File: config.mk
export PLATFORM = sky130hd
export DESIGN_NAME = product_accumulator
export DESIGN_NICKNAME = d
export VERILOG_FILES = /design/src/rtl/mult_pkg.sv /design/src/rtl/product_accumulator.sv
export SDC_FILE = /design/constraint.sdc
export NUM_CORES = 1
export LEC_CHECK = 0
export ABC_AREA = 1
export ABC_CLOCK_PERIOD_IN_PS = 2450
export CELL_PAD_IN_SITES_DETAIL_PLACEMENT = 0
export CELL_PAD_IN_SITES_GLOBAL_PLACEMENT = 1
export CORE_MARGIN = 2
export CORE_UTILIZATION = 35
export DETAILED_ROUTE_END_ITERATION = 8
export PLACE_DENSITY_LB_ADDON = 0.05
export SYNTH_ARGS = -nofsm -noshare
export SYNTH_HDL_FRONTEND = slang
export SYNTH_SLANG_ARGS = --single-unit
File: constraint.sdc
create_clock -name clk -period 2.45 [get_ports clk]
set_clock_uncertainty 0.1 [all_clocks]
set_input_delay 0.49 -clock clk [delete_from_list [all_inputs] [get_ports clk]]
set_output_delay 0.49 -clock clk [all_outputs]
set_load 0.02 [all_outputs]
File: src/rtl/mult_pkg.sv
// Shared definitions for the multiplier / product accumulator datapath.
// Width defaults are reused by the multiplier wrapper.
package mult_pkg;

  localparam int PROD_W = 8;
  localparam int ACC_W  = 16;
  localparam int LEN_W  = 4;

  typedef enum logic [1:0] {
    IDLE = 2'd0,
    ACC  = 2'd1,
    DONE = 2'd2
  } acc_state_t;

endpackage

File: src/rtl/product_accumulator.sv
// Sums a programmed number of unsigned multiplier products into a wide register
// and returns the sum with a sticky carry-out flag over a valid/ready handshake.
module product_accumulator
  import mult_pkg::*;
#(
  parameter int PW = PROD_W,
  parameter int AW = ACC_W,
  parameter int LW = LEN_W
) (
  input  logic          clk,
  input  logic          rst,
  input  logic          start,
  input  logic [LW-1:0] len,
  input  logic          in_valid,
  output logic          in_ready,
  input  logic [PW-1:0] in_prod,
  output logic          out_valid,
  input  logic          out_ready,
  output logic [AW-1:0] out_sum,
  output logic          out_ovf,
  output logic          busy
);

  acc_state_t    r_state;
  logic [AW-1:0] r_acc;
  logic [LW-1:0] r_count;
  logic          r_ovf;
  logic          r_inReady;
  logic          r_outValid;
  logic          r_busy;

  // One extra bit captures the carry out of the accumulator's top bit.
  logic [AW:0]   w_sum;

  assign w_sum = {1'b0, r_acc} + (AW+1)'(in_prod);

  assign in_ready  = r_inReady;
  assign out_valid = r_outValid;
  assign out_sum   = r_acc;
  assign out_ovf   = r_ovf;
  assign busy      = r_busy;

  // Handshake outputs are registered alongside the state so nothing downstream
  // sees a combinational path from in_valid or out_ready.
  always_ff @(posedge clk) begin
    if (rst) begin
      r_state    <= IDLE;
      r_acc      <= '0;
      r_count    <= '0;
      r_ovf      <= 1'b0;
      r_inReady  <= 1'b0;
      r_outValid <= 1'b0;
      r_busy     <= 1'b0;
    end else begin
      case (r_state)
        IDLE: begin
          if (start) begin
            r_acc  <= '0;
            r_ovf  <= 1'b0;
            r_busy <= 1'b1;
            if (len != '0) begin
              r_count   <= len;
              r_state   <= ACC;
              r_inReady <= 1'b1;
            end else begin
              r_state    <= DONE;
              r_outValid <= 1'b1;
            end
          end
        end
        ACC: begin
          if (in_valid) begin
            r_acc   <= w_sum[AW-1:0];
            r_ovf   <= r_ovf | w_sum[AW];
            r_count <= r_count - LW'(1);
            if (r_count == LW'(1)) begin
              r_state    <= DONE;
              r_inReady  <= 1'b0;
              r_outValid <= 1'b1;
            end
          end
        end
        DONE: begin
          if (out_ready) begin
            r_state    <= IDLE;
            r_outValid <= 1'b0;
            r_busy     <= 1'b0;
          end
        end
        default: begin
          r_state    <= IDLE;
          r_inReady  <= 1'b0;
          r_outValid <= 1'b0;
          r_busy     <= 1'b0;
        end
      endcase
    end
  end

endmodule

==> results.sh <==
export IMPL_drv_slew=0
export IMPL_utilization_pct=46.97
export IMPL_die_h_um=73.78
export IMPL_ys_warn_count=0
export IMPL_dr_pass1_iters=4
export IMPL_postSynthCellCount=265
export IMPL_numCtsBuffers=3
export IMPL_grt_first_pass_wirelength_um=7176
export IMPL_antenna_found_initial=0
export IMPL_power_frac_seq_pct=38.2
export IMPL_crit_type="in2reg"
export IMPL_finalCritPeriodShare_pct=87.73
export IMPL_rsz0062_at_grt="no"
export IMPL_rrSetupSlack_ns=0.60
export IMPL_synth_area_per_cell_um2=6.431
export IMPL_cts_tree="yes"
export IMPL_sw_frac_of_total_pct=38.16
export IMPL_post_place_cells=370
export IMPL_pin_count=37
export IMPL_place_congestion=0.7959
export IMPL_worstPathRequired_ns=2.54
export IMPL_synth_nets=293
export IMPL_power_density_nw_per_um2=600.0
export IMPL_vias=1715
export IMPL_die_x_um=73.78
export IMPL_clock_fmax_mhz=465.3
export IMPL_grt_usage_pct=16.56
export IMPL_drtIter0Drc=78
export IMPL_std_cell_rows=25
export IMPL_p_total_mw=1.331
export IMPL_hold_buffers=0
export IMPL_final_nets=336
export IMPL_p_leak_nw=0.9533
export IMPL_r2r_start="out_sum[0]$_SDFFE_PP0P_"
export IMPL_switchingPower_mw=0.5079
export IMPL_peakVddDrop_mv=0.4028
export IMPL_endpoint_kind="register"
export IMPL_worstMarginPinSlew_ns=0.3251
export IMPL_setup_viol=0
export IMPL_ant_nets=0
export IMPL_place_hpwl_um=3295
export IMPL_hp_class="reg2reg"
export IMPL_fin_cells=374
export IMPL_cp_max_fo=4
export IMPL_core_area_um2=4723
export IMPL_ys_ff_latch=26
export IMPL_clock_sinks=26
export IMPL_drcViolationCount=0
export IMPL_min_period_ns=2.149
export IMPL_comb_power_share_pct=39.8
export IMPL_yosysUniqueCellTypes=28
export IMPL_finalHoldViolCount=0
export IMPL_finalWirelength_um=4139
export IMPL_power_frac_clock_pct=22.0
export IMPL_syn2layout_area_growth_pct=30.18
export IMPL_htreeDepth=1
export IMPL_clockRootBuffer="clkbuf_8"
export IMPL_slew_headroom_pct=78.32
export IMPL_start_util_pct=36.08
export IMPL_holdCritStartpoint="out_ovf$_SDFFE_PP0P_"
export IMPL_via_per_inst=4.586
export IMPL_grt_overflow_total=0
export IMPL_post_cts_resized=0
export IMPL_grt_pass1_vias=1671
export IMPL_drive_gt1_share_pct=6.189
export IMPL_drv_cap=0
export IMPL_port_buffers=36
export IMPL_die_area_um2=5443
export IMPL_power_internal_mw=0.8230
export IMPL_critPathLaunchType="primary input"
export IMPL_status="finished clean"
export IMPL_path_clk_slew_ns=0.10
export IMPL_postCtsSetupBuffers=0
export IMPL_synth_area_um2=1704
export IMPL_startpoint="in_prod[0]"
export IMPL_wire_per_inst_um=11.07
export IMPL_clk_latency_ns=0.28
export IMPL_grt_max_degree=19
export IMPL_ys_seq_area_share_pct=30.54
export IMPL_diodes=0
export IMPL_crit_arrival_ns=2.24
export IMPL_cts_buffer_depth=2
## final cells by class
type | count | area [µm²]
clock buffer | 4 | 55.05
fill | 510 | 2505
inverter | 38 | 142.6
multi-input combinational | 199 | 1026
sequential | 26 | 520.5
tap | 67 | 83.83
timing repair buffer | 40 | 390.4
## final timing paths
kind | end | cells after the start
max | out_sum[12]$_SDFFE_PP0P_ | 12
min | out_ovf$_SDFFE_PP0P_ | 2
max reg2reg | out_sum[12]$_SDFFE_PP0P_ | 11
min reg2reg | out_ovf$_SDFFE_PP0P_ | 2
## critical path, cell delays in order
cell and delay (ns):
clkdlybuf4s50_1 0.46, ha_1 0.17, inv_1 0.06, fa_1 0.35
inv_1 0.08, nand3_1 0.07, nand3_1 0.11, nand2_1 0.06
nand2_1 0.12, nand3_1 0.11, nor2_1 0.10, nor2_1 0.05
## per-layer routing
| layer | part of all wire (%) | global-route usage (%) | vias to the layer above |
|---|---|---|---|
| met5 | 0 | 0 | - |
| met4 | 0.68 | 3.636 | 0 |
| met3 | 2.9 | 2.881 | 2 |
| met2 | 47 | 29.46 | 29 |
| met1 | 49 | 20.71 | 744 |
| li1 | - | - | 940 |
## through the flow
| stage | worst slack (ns) | instance area, µm² | TNS, ns | hold WS [ns] |
|---|---|---|---|---|
| finish | 0.3006 | 2218 | 0 | 0.3633 |
| CTS | 0.2956 | 2218 | 0 | 0.3661 |
| global placement | 0.03406 | 2163 | 0 | 0.3451 |
| detailed placement | -0.01837 | 2163 | -0.01837 | 0.3483 |
| global route | 0.06877 | 2218 | 0 | 0.3888 |
| floorplan | 0.5341 | 1704 | 0 | 0.3631 |
## registers in the layout, summed over array words and instances, names as in the netlist
name and flops:
out_ovf 1, out_valid 1, r_state 2, r_count 4, busy 1, out_sum 16, in_ready 1
## cell usage after synthesis
cell type / number / area (µm²)
ha_1: 10 / 125.1
xor2_1: 2 / 17.52
nor2_1: 26 / 97.59
nand4_1: 2 / 12.51
fa_1: 1 / 20.02
a211oi_1: 1 / 7.510
o211ai_1: 1 / 7.510
nand2_4: 1 / 11.26
or2_2: 1 / 6.260
nor2_4: 1 / 11.26
inv_2: 1 / 3.750
nor3_1: 1 / 5.000
dfxtp_1: 26 / 520.5
o21ai_0: 8 / 40.04
nand2_1: 75 / 281.5
o21ai_2: 1 / 8.760
nor2_2: 2 / 12.51
buf_6: 1 / 11.26
inv_1: 37 / 138.9
nand2_8: 1 / 20.02
o21bai_1: 1 / 7.510
a31oi_1: 1 / 6.260
clkbuf_1: 1 / 3.750
a21oi_1: 27 / 135.1
nand2_2: 3 / 18.77
nand3_1: 29 / 145.1
o22ai_1: 1 / 6.260
nand3b_1: 3 / 22.52
## logic make-up (layout without fill, tap and decap cells)
kind of cell	after synthesis	in the layout	synth area share [%]
fa+ha+maj	11	11	8.517
xor+xnor	2	2	1.028
flops	26	26	30.54
buf+inv	40	82	9.250
simple gates	145	145	37.81
compound gates	41	41	12.85
## cells in the final DEF, fill, tap and decap left out, types with 3 or more instances in the layout
cell type / count
nand2_2: 3
inv_1: 37
o21ai_0: 8
a21oi_1: 27
nor2_1: 26
buf_4: 4
clkdlybuf4s50_1: 36
nand3_1: 29
nand2_1: 75
nand3b_1: 3
dfxtp_1: 26
clkbuf_8: 4
ha_1: 10
## power by group through the flow
stage	clock network, mW	logic, mW	registers [mW]
floorplan	0	0.342	0.545
global placement	0	0.534	0.518
detailed placement	0	0.532	0.518
CTS	0.310	0.534	0.509
global route	0.316	0.600	0.515
finish	0.292	0.530	0.508
No activity file was read; power rests on OpenSTA's default activity.
